**src/rtl/sd_emmc_sdma_pkg.sv**
```systemverilog
// sd_emmc_sdma_pkg: shared types and helpers for the SDMA engine.
// FSM states, AXI response codes, boundary and burst-length math.
package sd_emmc_sdma_pkg;

    typedef enum logic [3:0] {
        IDLE,
        W_WAIT,
        W_ADDR,
        W_DATA,
        W_RESP,
        R_WAIT,
        R_ADDR,
        R_DATA,
        BLK_CHECK,
        PAUSE,
        DONE
    } sdma_state_t;

    localparam logic [1:0] RESP_OKAY   = 2'b00;
    localparam logic [1:0] RESP_SLVERR = 2'b10;
    localparam logic [1:0] RESP_DECERR = 2'b11;

    localparam int BEAT_W = 9;

    // Byte mask of the SDMA buffer boundary (4 KiB << bb) - 1.
    function automatic logic [63:0] boundary_mask(input logic [2:0] bb);
        return (64'd4096 << bb) - 64'd1;
    endfunction

    // Beats = min(max burst, words left in block, words to next 4 KiB page).
    function automatic logic [BEAT_W-1:0] burst_len(
        input int unsigned max_b,
        input logic [31:0] words,
        input logic [11:0] addr_lo,
        input int unsigned bpw
    );
        int unsigned room;
        int unsigned b;
        room = (32'd4096 - {20'd0, addr_lo}) / bpw;
        b = max_b;
        if (words < b) b = words;
        if (room < b) b = room;
        return BEAT_W'(b);
    endfunction

endpackage

```
**src/rtl/sd_emmc_sdma_burst_calc.sv**
```systemverilog
// sd_emmc_sdma_burst_calc: combinational burst sizing.
// Produces the beat count for the next burst and the address after it.
module sd_emmc_sdma_burst_calc
    import sd_emmc_sdma_pkg::*;
#(
    parameter int DATA_W    = 32,
    parameter int ADDR_W    = 32,
    parameter int MAX_BURST = 16,
    parameter int BLKSZ_W   = 12
) (
    input  logic [ADDR_W-1:0]  addr,
    input  logic [BLKSZ_W-1:0] words_left,
    output logic [BEAT_W-1:0]  beats,
    output logic [ADDR_W-1:0]  next_addr
);

    localparam int BPW = DATA_W / 8;
    localparam int SZ  = $clog2(BPW);

    // Size the burst and advance the address by its byte length.
    always_comb begin
        beats     = burst_len(MAX_BURST, 32'(words_left), addr[11:0], BPW);
        next_addr = addr + (ADDR_W'(beats) << SZ);
    end

endmodule

```
**src/rtl/sd_emmc_sdma_engine.sv**
```systemverilog
// sd_emmc_sdma_engine: SDMA block mover between data FIFOs and AXI4 memory.
// Optional SDMA_AXI_ERR_EN adds dma_err and aborts on a non-OKAY response.
module sd_emmc_sdma_engine
    import sd_emmc_sdma_pkg::*;
#(
    parameter int DATA_W     = 32,
    parameter int ADDR_W     = 32,
    parameter int MAX_BURST  = 16,
    parameter int BLKCNT_W   = 16,
    parameter int BLKSZ_W    = 12,
    parameter int FIFO_CNT_W = 10
) (
    input  logic                  clock,
    input  logic                  reset,
    input  logic                  start,
    input  logic                  dir_rd,
    input  logic                  blk_count_ena,
    input  logic [BLKCNT_W-1:0]   block_count,
    input  logic [BLKSZ_W-1:0]    blk_size,
    input  logic [2:0]            buf_boundary,
    input  logic [ADDR_W-1:0]     sys_addr,
    input  logic                  sys_addr_wr,
    input  logic                  xfer_compl,
    input  logic                  abort,
    input  logic [1:0]            int_clr,
    output logic [1:0]            dma_int,
`ifdef SDMA_AXI_ERR_EN
    output logic                  dma_err,
`endif
    output logic                  busy,
    input  logic [FIFO_CNT_W-1:0] rx_level,
    output logic                  rx_rd_en,
    input  logic [DATA_W-1:0]     rx_data,
    input  logic [FIFO_CNT_W-1:0] tx_free,
    output logic                  tx_wr_en,
    output logic [DATA_W-1:0]     tx_data,
    output logic [ADDR_W-1:0]     m_awaddr,
    output logic [7:0]            m_awlen,
    output logic                  m_awvalid,
    input  logic                  m_awready,
    output logic [DATA_W-1:0]     m_wdata,
    output logic [DATA_W/8-1:0]   m_wstrb,
    output logic                  m_wlast,
    output logic                  m_wvalid,
    input  logic                  m_wready,
    input  logic [1:0]            m_bresp,
    input  logic                  m_bvalid,
    output logic                  m_bready,
    output logic [ADDR_W-1:0]     m_araddr,
    output logic [7:0]            m_arlen,
    output logic                  m_arvalid,
    input  logic                  m_arready,
    input  logic [DATA_W-1:0]     m_rdata,
    input  logic [1:0]            m_rresp,
    input  logic                  m_rlast,
    input  logic                  m_rvalid,
    output logic                  m_rready
);

    localparam int BPW = DATA_W / 8;
    localparam int SZ  = $clog2(BPW);

    sdma_state_t          state, nxt, wait_st;
    logic [ADDR_W-1:0]    addr, next_addr;
    logic [BLKSZ_W-1:0]   words_left, blk_words;
    logic [BLKCNT_W-1:0]  blk_done, blk_total;
    logic [BEAT_W-1:0]    beats, beat_cnt;
    logic [63:0]          bmask;
    logic                 cnt_ena, dir, abort_l, err_q;
    logic                 stop, finish, last_beat, burst_end;
    logic                 set_cmp, set_pause;
    logic                 unused_mask;

    sd_emmc_sdma_burst_calc #(
        .DATA_W    (DATA_W),
        .ADDR_W    (ADDR_W),
        .MAX_BURST (MAX_BURST),
        .BLKSZ_W   (BLKSZ_W)
    ) u_calc (
        .addr       (addr),
        .words_left (words_left),
        .beats      (beats),
        .next_addr  (next_addr)
    );

    assign bmask       = boundary_mask(buf_boundary);
    assign unused_mask = ^bmask[63:ADDR_W];
    assign wait_st     = dir ? W_WAIT : R_WAIT;
    assign stop        = abort_l | abort | err_q;
    assign finish      = ~cnt_ena & xfer_compl;
    assign last_beat   = (beat_cnt == beats - BEAT_W'(1));
    assign burst_end   = (state == W_RESP && m_bvalid) ||
                         (state == R_DATA && m_rvalid && m_rlast);

`ifdef SDMA_AXI_ERR_EN
    logic resp_bad, err_l;
    assign resp_bad = (m_bvalid && m_bready && m_bresp != RESP_OKAY) ||
                      (m_rvalid && m_rready && m_rresp != RESP_OKAY);
    assign err_q = err_l;

    // Error latch for the running transfer plus the sticky status bit.
    always_ff @(posedge clock or negedge reset) begin
        if (!reset) begin
            err_l   <= 1'b0;
            dma_err <= 1'b0;
        end else begin
            err_l   <= (state != IDLE) && (err_l || resp_bad);
            dma_err <= resp_bad | (dma_err & ~int_clr[1]);
        end
    end
`else
    logic unused_resp;
    assign unused_resp = ^{m_bresp, m_rresp};
    assign err_q = 1'b0;
`endif

    // State register.
    always_ff @(posedge clock or negedge reset) begin
        if (!reset) state <= IDLE;
        else        state <= nxt;
    end

    // Next-state decode and interrupt set strobes.
    always_comb begin
        nxt       = state;
        set_cmp   = 1'b0;
        set_pause = 1'b0;
        unique case (state)
            IDLE: begin
                if (start) begin
                    if (blk_count_ena && block_count == '0) nxt = DONE;
                    else nxt = dir_rd ? W_WAIT : R_WAIT;
                end
            end
            W_WAIT: begin
                if (stop) nxt = IDLE;
                else if (finish) begin
                    set_cmp = 1'b1;
                    nxt     = IDLE;
                end else if (32'(rx_level) >= 32'(beats)) nxt = W_ADDR;
            end
            W_ADDR: if (m_awready) nxt = W_DATA;
            W_DATA: if (m_wready && last_beat) nxt = W_RESP;
            W_RESP: if (m_bvalid) nxt = BLK_CHECK;
            R_WAIT: begin
                if (stop) nxt = IDLE;
                else if (finish) begin
                    set_cmp = 1'b1;
                    nxt     = IDLE;
                end else if (32'(tx_free) >= 32'(beats)) nxt = R_ADDR;
            end
            R_ADDR: if (m_arready) nxt = R_DATA;
            R_DATA: if (m_rvalid && m_rlast) nxt = BLK_CHECK;
            BLK_CHECK: begin
                if (stop) nxt = IDLE;
                else if (cnt_ena && blk_done == blk_total) nxt = DONE;
                else if ((addr & bmask[ADDR_W-1:0]) == '0) begin
                    set_pause = 1'b1;
                    nxt       = PAUSE;
                end else nxt = wait_st;
            end
            PAUSE: begin
                if (stop) nxt = IDLE;
                else if (finish) begin
                    set_cmp = 1'b1;
                    nxt     = IDLE;
                end else if (sys_addr_wr) nxt = wait_st;
            end
            DONE: begin
                if (stop) nxt = IDLE;
                else if (xfer_compl) begin
                    set_cmp = 1'b1;
                    nxt     = IDLE;
                end
            end
            default: nxt = IDLE;
        endcase
    end

    // Address, block and beat bookkeeping.
    always_ff @(posedge clock or negedge reset) begin
        if (!reset) begin
            addr       <= '0;
            words_left <= '0;
            blk_words  <= '0;
            blk_done   <= '0;
            blk_total  <= '0;
            beat_cnt   <= '0;
            cnt_ena    <= 1'b0;
            dir        <= 1'b0;
            abort_l    <= 1'b0;
        end else begin
            abort_l <= (state != IDLE) && (abort_l || abort);
            if (state == IDLE && start) begin
                addr       <= sys_addr;
                words_left <= blk_size >> SZ;
                blk_words  <= blk_size >> SZ;
                blk_done   <= '0;
                blk_total  <= block_count;
                cnt_ena    <= blk_count_ena;
                dir        <= dir_rd;
            end else if (state == PAUSE && nxt == wait_st) begin
                addr <= sys_addr;
            end else if (burst_end) begin
                addr <= next_addr;
                if (words_left == BLKSZ_W'(beats)) begin
                    words_left <= blk_words;
                    blk_done   <= blk_done + BLKCNT_W'(1);
                end else begin
                    words_left <= words_left - BLKSZ_W'(beats);
                end
            end
            if (state == W_ADDR) beat_cnt <= '0;
            else if (rx_rd_en)   beat_cnt <= beat_cnt + BEAT_W'(1);
        end
    end

    // Sticky interrupts; a same-cycle set beats the clear.
    always_ff @(posedge clock or negedge reset) begin
        if (!reset) dma_int <= 2'b00;
        else dma_int <= (dma_int & ~int_clr) | {set_pause, set_cmp};
    end

    assign busy      = (state != IDLE);
    assign m_awvalid = (state == W_ADDR);
    assign m_awaddr  = m_awvalid ? addr : '0;
    assign m_awlen   = m_awvalid ? 8'(beats - BEAT_W'(1)) : 8'd0;
    assign m_wvalid  = (state == W_DATA);
    assign m_wdata   = m_wvalid ? rx_data : '0;
    assign m_wstrb   = m_wvalid ? '1 : '0;
    assign m_wlast   = m_wvalid && last_beat;
    assign rx_rd_en  = m_wvalid && m_wready;
    assign m_bready  = (state == W_RESP);
    assign m_arvalid = (state == R_ADDR);
    assign m_araddr  = m_arvalid ? addr : '0;
    assign m_arlen   = m_arvalid ? 8'(beats - BEAT_W'(1)) : 8'd0;
    assign m_rready  = (state == R_DATA);
    assign tx_wr_en  = m_rready && m_rvalid;
    assign tx_data   = tx_wr_en ? m_rdata : '0;

endmodule

```
**config.mk**
```make
export PLATFORM = sky130hd
export DESIGN_NAME = sd_emmc_sdma_engine
export DESIGN_NICKNAME = d
export VERILOG_FILES = /design/src/rtl/sd_emmc_sdma_pkg.sv /design/src/rtl/sd_emmc_sdma_burst_calc.sv /design/src/rtl/sd_emmc_sdma_engine.sv
export SDC_FILE = /design/constraint.sdc
export NUM_CORES = 1
export LEC_CHECK = 0
export BUFFER_PORTS_ARGS = -buffer_cell sky130_fd_sc_hd__buf_2
export CORE_ASPECT_RATIO = 1.25
export CORE_MARGIN = 2
export CORE_UTILIZATION = 50
export DETAILED_ROUTE_END_ITERATION = 10
export GPL_TIMING_DRIVEN = 0
export PLACE_DENSITY = 0.81
export SETUP_SLACK_MARGIN = 0.15
export SLEW_MARGIN = 20
export SYNTH_ARGS = -nofsm -noshare
export SYNTH_HDL_FRONTEND = slang
export SYNTH_SLANG_ARGS = --single-unit
```
**constraint.sdc**
```tcl
create_clock -name clock -period 8.2 [get_ports clock]
set_clock_uncertainty 0.05 [all_clocks]
set_input_delay 1.64 -clock clock [delete_from_list [all_inputs] [get_ports clock]]
set_output_delay 1.64 -clock clock [all_outputs]
set_load 0.02 [all_outputs]
```
==> results of run 1 <==
[area by class of cell]
class,count,share of cell area
Tap cell,224,0.0250
Sequential cell,104,0.233
Timing Repair Buffer,326,0.150
Buffer,74,0.0298
Clock buffer,10,0.0204
Inverter,51,0.0171
Antenna cell,9,0.00201
Clock inverter,6,0.00759
Multi-Input combinational cell,901,0.516
[what timing repair did]
item | CTS | global route
setup buffers | 2 | 4
gates resized for setup | 13 | 15
endpoints found under the hold margin | 0 | 0
pin swaps | 2 | 2
setup endpoints to repair | 25 | 2
[flip-flops by register name, summed over array words and instances (netlist names)]
signal / flops
abort_l: 1
addr: 32
beat_cnt: 9
blk_done: 16
blk_total: 16
blk_words: 10
cnt_ena: 1
dir: 1
dma_int: 2
state: 4
words_left: 12
[logic make-up after synthesis]
| logic type | Yosys count |
|---|---|
| buffers and inverters | 125 |
| DFF | 104 |
| adders and majority gates | 50 |
| and+or+nand+nor | 552 |
| xor gates and xnor gates | 85 |
| muxes | 15 |
| AOI/OAI and AO/OA | 193 |
| other | 1 |
[critical path: stages, from the launching register on]
cell       delay [ns]
dfrtp_1          0.39
clkbuf_2         0.21
or4_4            0.49
xnor2_2          0.36
inv_1            0.19
ha_1             0.25
a2111oi_0        0.39
a21oi_1          0.15
o2111ai_1        0.32
buf_2            0.32
nand2_2          0.19
nand3_1          0.12
a21boi_4         0.23
ha_1             0.17
clkbuf_4         0.22
and3_2           0.25
a2bb2oi_2        0.08
xnor3_1          0.20
nand4_1          0.09
o32ai_1          0.14
nand3_1          0.18
nor4_4           0.44
and2_1           0.18
buf_2            0.18
[path summary, 6_finish.rpt]
check                           cells after the start                      from                  endpoint
worst min-delay path                                2  blk_words[7]$_DFFE_PN0P_  blk_words[7]$_DFFE_PN0P_
max in group asynchronous                           2                     reset  blk_words[5]$_DFFE_PN0P_
worst max-delay path                               23       addr[2]$_DFFE_PN0P_                   m_wlast
min in group asynchronous                           1                     reset      addr[28]$_DFFE_PN0P_
worst min register to register                      2  blk_words[7]$_DFFE_PN0P_  blk_words[7]$_DFFE_PN0P_
worst max register to register                     27       addr[2]$_DFFE_PN0P_      addr[18]$_DFFE_PN0P_
[through the flow]
stage | worst slack [ns] | hold WS [ns] | TNS (ns) | instances
final | 0.406 | 0.438 | 0 | 1705
after detailed placement | -0.739 | 0.417 | -1.14 | 1674
after floorplan | 0.855 | 0.389 | 0 | 1130
after CTS | 0.161 | 0.437 | 0 | 1692
after global placement | -1.12 | 0.408 | -8.64 | 1672
after global routing | 0.145 | 0.467 | 0 | 1702
[synth_stat cells (4+ instances only)]
cell      instances
o211ai_1          9
a31oi_1           7
and2_1           94
nor3_1           20
ha_1             47
or2_2             4
mux2_2           12
o221ai_1          4
inv_1            51
a21o_1           10
clkbuf_1         53
buf_4             6
dfrtp_1         104
nand2_1         166
a211oi_1         10
nor2b_1           5
a221o_1          11
or3_1             6
a21boi_0          5
nand3_1          57
nand2b_1          7
buf_2             8
nand4_1          16
o32ai_1           4
o21ai_0          50
and3_1           51
buf_1             5
nor2_1           96
nor4_1            6
a21oi_1          39
xor2_1           41
xnor2_1          41
[per-layer routing]
layer	wire (µm)	vias up
met4	1850	4
met5	28	-
met1	12500	4581
met3	3760	113
met2	16700	601
li1	-	4576
[where the power goes]
part	leakage [µW]	switching, µW	total [µW]	internal, µW
combinational	0.00454	1600	2640	1030
sequential	0.00131	207	910	703
clock	0.000155	231	478	246
total	0.00601	2040	4020	1980
==> impl_metrics.csv, run 1 <==
group,metric,value,unit
timing,finalHoldViolCount,0,
global_routing,globalRouteMet1Util,0.432,
clocking,clkLatencyLatePin,0.37,ns
synth,syn_area,8800,µm²
route,drtIter0Drc,1090,
timing,worstMarginPinSlew,1.00,ns
global_routing,antenna_found_initial,9,
timing,fmax,0.128,GHz
timing,period_needed,7.79,ns
floorplan,ios,326,
global_routing,grt-busiest-layer,"met2",
layout,seqCellArea,2610,µm²
floorplan,coreArea,17400,µm²
timing,post-route-period-util,0.950,
layout,fill_cells,1552,
power_and_ir_drop,p_leak,0.00601,µW
run_status,status,"finished, final reports clean",
synth,synth_xor_area_frac,0.0886,
worst_setup_path,crit_required,6.51,ns
clocking,cts_hold_buf,0,
layout,layout-drive-gt1-share,0.276,
synth,ys_types,81,
floorplan,start_util,0.507,
clocking,ctsLongestPathBuffers,2,
synth,synthAdderAreaFrac,0.0725,
clocking,numCtsBuffers,9,
layout,final_common_cell,"buf_2",
timing,finalSetupViolCount,0,
route,drtPass1Iterations,5,
clocking,htreeDepth,3,
synth,synthMuxAreaShare,0.0188,
synth,synth_flop_cell,"dfrtp_1",
layout,syn2layout_area_growth,27.3,%
synth,syn_inst,1125,
layout,post-route-util,0.645,
clocking,cts_tree,"yes",
worst_setup_path,cp-end-kind,"primary output",
power_and_ir_drop,fin_total_pwr,4020,µW
global_routing,grt_pass1_vias,9804,
synth,yosysTopAreaCellShare,0.296,
placed_design,hpwl,28000,µm
route,via_per_inst,5.79,
synth,synth_edf_count,0,
power_and_ir_drop,p_per_area,359,nW/µm²
worst_setup_path,r2r_setup_slack,0.75,ns
flow_run,cap_violations,0,
synth,yosys.area.top_type,"dfrtp_1",
route,wl,34800,µm
global_routing,grtUsageMet3,0.101,
clocking,cts_sinks,104,
worst_setup_path,path_class,"reg2out",
route,route.detailed.drc,0,
global_routing,grt_pass1_wl,53100,µm
global_routing,track_usage,0.373,
global_routing,grt-ovfl-total,0,
global_routing,grt_max_degree,72,
clocking,clkTransAtPathRegs,0.08,ns
synth,netlist_top_cells_area,"dfrtp_1 (30%), nand2_1 (7.1%), and2_1 (6.7%), ha_1 (6.7%), nor2_1 (4.1%)",
clocking,cts_root_buf,"clkbuf_16",
synth,ys_warn_count,0,
timing,maxSlewHeadroom,0.327,
synth,yosys.area_share.simple,0.317,
layout,fin_area,11200,µm²
synth,syn_avg_cell_area,7.82,µm²
worst_setup_path,start_kind,"flop",
power_and_ir_drop,peakVddDrop,0.168,mV
synth,synth_top_family_by_area,"simple AND/OR/NAND/NOR gates",
floorplan,die_h,152,µm
worst_hold_path,holdCritPathClass,"reg2reg",
worst_setup_path,critical_path_arrival,6.10,ns
floorplan,chipWidth,123,µm
layout,multi_input_area,5780,µm²
layout,nets,1683,
route,ant_nets,0,
synth,yosysSeqAreaShare,0.296,
layout,layout_common_cells,"buf_2 (325), nand2_1 (165), dfrtp_1 (101)",
timing,rsz0062_at_grt,"false",
floorplan,die_area,18700,µm²
worst_setup_path,worst-path-max-fanout,10,
synth,synth_compound_area_frac,0.149,
route,vias,9875,
placed_design,place_area,10700,µm²
placed_design,io_buffers,318,
floorplan,rows,54,
synth,async_flop_share,1.00,
placed_design,finalWeightedCongestion,1.00,
global_routing,use_met2,0.619,
timing,maxSlewViolCount,0,
route,wl_per_cell,20.4,µm
synth,synth-seq-cells,104,
Power figures use the tool's default switching activity.
==> inputs of run 2 (changes only) <==
--- a/config.mk
+++ b/config.mk
@@ -12,6 +12,7 @@
 export DETAILED_ROUTE_END_ITERATION = 10
 export GPL_TIMING_DRIVEN = 0
 export PLACE_DENSITY = 0.81
+export RECOVER_POWER = 25
 export SETUP_SLACK_MARGIN = 0.15
 export SLEW_MARGIN = 20
 export SYNTH_ARGS = -nofsm -noshare
==> run 2 against run 1 <==
  * The run now ends with capacitance limit, slew limit left
  * Sequential cell count unchanged
  * First-iteration DRC count decreased by 10%
  * Global-route usage unchanged
  * Critical endpoint unchanged
  * Largest cell class unchanged
==> impl_metrics.csv, run 2 (synthesis gave the netlist of run 1 again) <==
group,metric,value,unit
timing,rsz0062_at_grt,"false",
power_and_ir_drop,netSwitchingPower,2040,µW
route,wl_per_cell,20.4,µm
timing,finalHoldViolCount,0,
floorplan,die_area,18700,µm²
run_status,violations,"capacitance limit, slew limit",
worst_hold_path,holdCritPathClass,"reg2reg",
placed_design,io_buffers,318,
route,drtPass1Iterations,6,
timing,fin_ws,0.429,ns
route,route.detailed.drc,0,
layout,nets,1683,
global_routing,grt-ovfl-total,0,
clocking,cts_tree,"yes",
layout,fill_cells,1556,
layout,syn2layout_area_growth,26.9,%
route,vias,9876,
power_and_ir_drop,peakVddDrop,0.166,mV
worst_setup_path,reg2reg_from,"addr[2]$_DFFE_PN0P_",
layout,largest_reg_flops,32,
clocking,cts_root_buf,"clkbuf_16",
clocking,clkLatencyLatePin,0.37,ns
worst_setup_path,r2r_cells,27,
layout,post-route-util,0.643,
route,ant_nets,0,
worst_setup_path,critical_path_arrival,6.08,ns
clocking,numCtsBuffers,9,
clocking,clkTransAtPathRegs,0.08,ns
layout,regMostFlops,"addr",
timing,maxSlewViolCount,107,
global_routing,grt_pass1_vias,9804,
timing,finalSetupViolCount,0,
worst_setup_path,start_kind,"flop",
timing,maxSlewHeadroom,-1.67,
clocking,cts_sinks,104,
placed_design,finalWeightedCongestion,1.00,
worst_setup_path,crit_start,"addr[3]$_DFFE_PN0P_",
power_and_ir_drop,p_seq_frac,0.226,
worst_setup_path,path_class,"reg2out",
floorplan,die_h,152,µm
clocking,htreeDepth,3,
worst_setup_path,crit_required,6.51,ns
global_routing,track_usage,0.373,
power_and_ir_drop,p_clk_frac,0.118,
worst_setup_path,worst-path-max-fanout,10,
worst_setup_path,cp-end-kind,"primary output",
worst_setup_path,r2r_setup_slack,0.83,ns
layout,reg.largest.list,"addr (32), blk_done (16), blk_total (16)",
clocking,ctsLongestPathBuffers,2,
power_and_ir_drop,pwr-share-comb,0.655,
floorplan,chipWidth,123,µm
power_and_ir_drop,p_int,1980,µW
layout,final_common_cell,"buf_2",
route,via_per_inst,5.80,
route,wl,34700,µm
power_and_ir_drop,p_leak,0.00599,µW
layout,layout_common_cells,"buf_2 (325), nand2_1 (165), dfrtp_1 (101)",
route,drtIter0Drc,981,
floorplan,rows,54,
timing,fmax,0.129,GHz
placed_design,dp.cells,1674,
floorplan,ios,326,
run_status,status,"finished with violations",
global_routing,antenna_found_initial,9,
power_and_ir_drop,sw_frac_of_total,0.507,
power_and_ir_drop,p_per_area,360,nW/µm²
floorplan,coreArea,17400,µm²
layout,stdcell_count,1704,
placed_design,hpwl,28000,µm
worst_setup_path,crit_path_end,"m_wlast",
timing,worstMarginPinSlew,4.00,ns
timing,post-route-period-util,0.948,
timing,period_needed,7.77,ns
worst_setup_path,rr_endpoint,"addr[18]$_DFFE_PN0P_",
flow_run,cap_violations,2,
floorplan,start_util,0.507,
global_routing,grt_max_degree,72,
placed_design,preCtsSetupSlack,-0.739,ns
layout,layout-drive-gt1-share,0.275,
global_routing,grt_pass1_wl,53100,µm
## run 2: changes by cell type in the layout (fill, tap and decap cells not counted), sizes merged
cell    delta
buf        -2
clkbuf     +2
diode      -1
## run 2: worst min path at each step
stage	startpoint	to	slack, ns	cells past startpoint
after CTS	blk_words[5]$_DFFE_PN0P_	blk_words[5]$_DFFE_PN0P_	0.44	2
after detailed placement	blk_words[7]$_DFFE_PN0P_	blk_words[7]$_DFFE_PN0P_	0.42	2
final	blk_words[7]$_DFFE_PN0P_	blk_words[7]$_DFFE_PN0P_	0.44	2
after global placement	blk_words[9]$_DFFE_PN0P_	blk_words[9]$_DFFE_PN0P_	0.41	2
after global routing	blk_words[7]$_DFFE_PN0P_	words_left[7]$_DFFE_PN0P_	0.47	2
after floorplan	blk_words[4]$_DFFE_PN0P_	blk_words[4]$_DFFE_PN0P_	0.39	2
## run 2: final cells by class
cell class | instances | area (µm²) | share of cell area
multi-input cells | 901 | 5780 | 0.517
flip-flops and latches | 104 | 2610 | 0.233
repair buffers | 326 | 1650 | 0.147
plain buffers | 74 | 334 | 0.0299
well taps | 224 | 280 | 0.0251
clock buffers | 10 | 229 | 0.0205
inverters | 51 | 191 | 0.0171
clock inverters | 6 | 85.1 | 0.00762
diodes | 8 | 20.0 | 0.00179
## run 2: critical path, cell delays in order, from the launching register on
cell	delay [ns]
dfrtp_2	0.49
nor4_4	0.35
nand3_2	0.18
or3_4	0.41
xor2_1	0.22
ha_1	0.30
o21ai_0	0.16
o21bai_1	0.10
a221o_1	0.38
a31o_2	0.23
buf_2	0.19
nor2_4	0.22
buf_6	0.20
a21boi_4	0.08
ha_1	0.19
clkbuf_4	0.20
and3_2	0.26
a2bb2oi_2	0.19
xnor3_1	0.16
nand4_1	0.09
o32ai_1	0.14
nand3_1	0.17
nor4_4	0.44
and2_1	0.18
buf_2	0.18
## run 2: per-stage QoR
| step | setup TNS, ns | hold WS (ns) | total power (µW) | cell area [µm²] |
|---|---|---|---|---|
| final | 0 | 0.437 | 4020 | 11200 |
| after CTS | 0 | 0.437 | 3940 | 11100 |
| after global routing | 0 | 0.467 | 4320 | 11200 |
| after global placement | -8.64 | 0.408 | 3370 | 10700 |
| after floorplan | 0 | 0.389 | 2680 | 8820 |
| after detailed placement | -1.14 | 0.417 | 3420 | 10700 |
## run 2: what timing repair did
action | CTS | global route
endpoints found under the setup margin | 25 | 2
pin swaps | 2 | 2
resized for setup | 13 | 15
hold buffers | 0 | 0
setup buffers | 2 | 4
## run 2: layer usage
metal / up-vias / wire (µm) / global-route usage
li1: 4572 / - / -
met1: 4652 / 12700 / 0.432
met2: 542 / 16700 / 0.619
met3: 106 / 3470 / 0.101
met4: 4 / 1850 / 0.195
met5: - / 28 / 0
## run 2: power by group through the flow
stage	clock, µW	sequential, µW	combinational, µW
after floorplan	0	840	1840
after global placement	0	901	2470
after detailed placement	0	909	2510
after CTS	475	899	2560
after global routing	494	930	2900
final	475	909	2630
==> inputs of run 3 (changes only) <==
--- a/config.mk
+++ b/config.mk
@@ -6,7 +6,7 @@
 export NUM_CORES = 1
 export LEC_CHECK = 0
 export BUFFER_PORTS_ARGS = -buffer_cell sky130_fd_sc_hd__buf_2
-export CORE_ASPECT_RATIO = 1.25
+export CORE_ASPECT_RATIO = 0.8
 export CORE_MARGIN = 2
 export CORE_UTILIZATION = 50
 export DETAILED_ROUTE_END_ITERATION = 10
==> run 3 against run 2 <==
  * The flow still finishes with violations (capacitance limit, slew limit)
  * Worst hold slack worse by 0.0071 ns
  * Worst setup slack better by 0.015 ns
  * Clock power is 1% higher
==> impl_metrics.csv, run 3 (synthesis gave the netlist of run 1 again) <==
group,metric,value,unit
worst_setup_path,critical_path_arrival,6.07,ns
floorplan,rows,43,
timing,rsz0062_at_grt,"false",
worst_setup_path,cp-end-kind,"primary output",
power_and_ir_drop,peakVddDrop,0.188,mV
timing,maxSlewViolCount,107,
floorplan,chipWidth,152,µm
layout,fin_area,11200,µm²
placed_design,hpwl,25100,µm
global_routing,grt_max_degree,71,
timing,period_needed,7.76,ns
layout,final_common_cell,"buf_2",
run_status,violations,"capacitance limit, slew limit",
worst_hold_path,min_from,"blk_words[4]$_DFFE_PN0P_",
route,route.detailed.drc,0,
global_routing,grt_pass1_vias,8699,
floorplan,ios,326,
clocking,numCtsBuffers,9,
layout,antenna_cells,0,
worst_setup_path,crit_start,"addr[3]$_DFFE_PN0P_",
placed_design,finalWeightedCongestion,0.919,
route,wl,31300,µm
layout,reg.largest.list,"addr (32), blk_done (16), blk_total (16)",
layout,nets,1681,
floorplan,coreArea,17300,µm²
flow_run,cap_violations,2,
worst_setup_path,path_class,"reg2out",
route,wl_per_cell,18.5,µm
timing,fin_ws,0.444,ns
clocking,htreeDepth,3,
clocking,cts_sinks,104,
worst_setup_path,crit_slowest_cell,"dfrtp_1",
timing,post-route-period-util,0.946,
global_routing,antenna_found_initial,0,
clocking,cts_hold_buf,0,
placed_design,place_area,10700,µm²
route,vias,9614,
worst_setup_path,slowest_delay,0.48,ns
placed_design,preCtsSetupSlack,-0.696,ns
timing,finalSetupViolCount,0,
timing,fmax,0.129,GHz
floorplan,start_util,0.510,
clocking,clkLatencyLatePin,0.36,ns
worst_setup_path,cp.buffers_inverters,4,
route,drtPass1Iterations,6,
timing,finalHoldViolCount,0,
worst_setup_path,reg2reg_from,"addr[3]$_DFFE_PN0P_",
run_status,status,"finished with violations",
floorplan,die_area,18700,µm²
global_routing,track_usage,0.325,
global_routing,grt-ovfl-total,0,
timing,tns,0,ns
layout,layout_common_cells,"buf_2 (322), nand2_1 (165), dfrtp_1 (103)",
layout,syn2layout_area_growth,26.8,%
power_and_ir_drop,p_leak,0.00598,µW
layout,regMostFlops,"addr",
placed_design,io_buffers,318,
route,drtIter0Drc,947,
global_routing,grt_pass1_wl,47900,µm
route,via_per_inst,5.67,
floorplan,die_h,123,µm
power_and_ir_drop,p_per_area,362,nW/µm²
clocking,ctsLongestPathBuffers,2,
layout,largest_reg_flops,32,
timing,maxSlewHeadroom,-1.53,
worst_setup_path,crit_chain,"nor4_4 -> nand3_2 -> or3_4 -> xor2_1 -> ha_1 -> o21ai_0 -> o21bai_1 -> a221o_1 -> a31o_2 -> buf_2 -> nor2_4 -> buf_4 -> a21boi_4 -> ha_1 -> clkbuf_2 -> and3_2 -> a2bb2oi_2 -> xnor3_1 -> nand4_1 -> o32ai_1 -> nand3_1 -> nor4_4 -> and2_1 -> buf_2",
layout,layout-drive-gt1-share,0.273,
worst_setup_path,path_delay_family,"simple AND/OR/NAND/NOR gates",
worst_setup_path,worst-path-max-fanout,10,
worst_hold_path,holdCritPathClass,"reg2reg",
clocking,cts_tree,"yes",
route,ant_nets,0,
timing,worstMarginPinSlew,3.79,ns
worst_setup_path,crit_required,6.51,ns
clocking,clkTransAtPathRegs,0.08,ns
worst_setup_path,start_kind,"flop",
clocking,cts_root_buf,"clkbuf_16",
-- run 3: cell types whose count changed in the layout (fill, tap and decap cells not counted), moves of 2 or more --
cell	before	now
buf_2	325	322
dfrtp_1	101	103
dfrtp_2	3	1
diode_2	8	0
-- run 3: path summary, 6_finish.rpt --
kind                                             to  slack, ns  cells past startpoint
setup / recovery                            m_wlast       0.44                     24
hold / removal             blk_words[4]$_DFFE_PN0P_       0.43                      2
setup reg to reg               addr[18]$_DFFE_PN0P_       1.00                     28
hold reg to reg            blk_words[4]$_DFFE_PN0P_       0.43                      2
max in group asynchronous  blk_total[0]$_DFFE_PN0P_       1.96                      2
min in group asynchronous      addr[17]$_DFFE_PN0P_       1.75                      1
-- run 3: report_power, final --
| part | switching [µW] | leakage [µW] | internal (µW) |
|---|---|---|---|
| logic | 1620 | 0.00451 | 1030 |
| registers | 201 | 0.00132 | 702 |
| clock network | 232 | 0.000159 | 248 |
-- run 3: stage by stage --
stage / utilization / hold WS (ns) / instances / power [µW]
floorplan: - / 0.389 / 1130 / 2680
global placement: 0.619 / 0.403 / 1673 / 3340
detailed placement: 0.621 / 0.411 / 1674 / 3410
CTS: 0.643 / 0.431 / 1691 / 3930
global route: 0.646 / 0.472 / 1695 / 4340
finish: 0.646 / 0.430 / 1695 / 4030
-- run 3: area by class of cell --
| cell class | count | area (µm²) |
|---|---|---|
| clock buffer | 9 | 225 |
| fill | 1573 | 6110 |
| inverter | 51 | 191 |
| multi-input combinational | 901 | 5800 |
| clock inverter | 7 | 98.8 |
| sequential | 104 | 2600 |
| tap | 225 | 282 |
| buffer | 74 | 333 |
| timing repair buffer | 324 | 1630 |
-- run 3: what timing repair did --
| action | CTS | global route |
|---|---|---|
| gates resized for setup | 13 | 14 |
| endpoints found under the setup margin | 25 | 1 |
| pin swaps | 1 | 3 |
| setup buffers | 1 | 3 |
-- run 3: worst register-to-register path, delay by kind of cell, from the launching register on --
family	cells	cell delay, ns
flops	1	0.48
compound gates	14	3.35
simple gates	6	1.42
xor+xnor	1	0.20
buf+inv	4	0.74
fa+ha+maj	3	0.86
-- run 3: metal layers --
layer | vias up | share of wire | routed length, µm | global-route usage
li1 | 4565 | - | - | -
met1 | 4536 | 0.45 | 14000 | 0.478
met2 | 466 | 0.43 | 13600 | 0.472
met3 | 47 | 0.097 | 3050 | 0.0876
met4 | 0 | 0.020 | 642 | 0.0905
met5 | - | 0 | 0 | 0
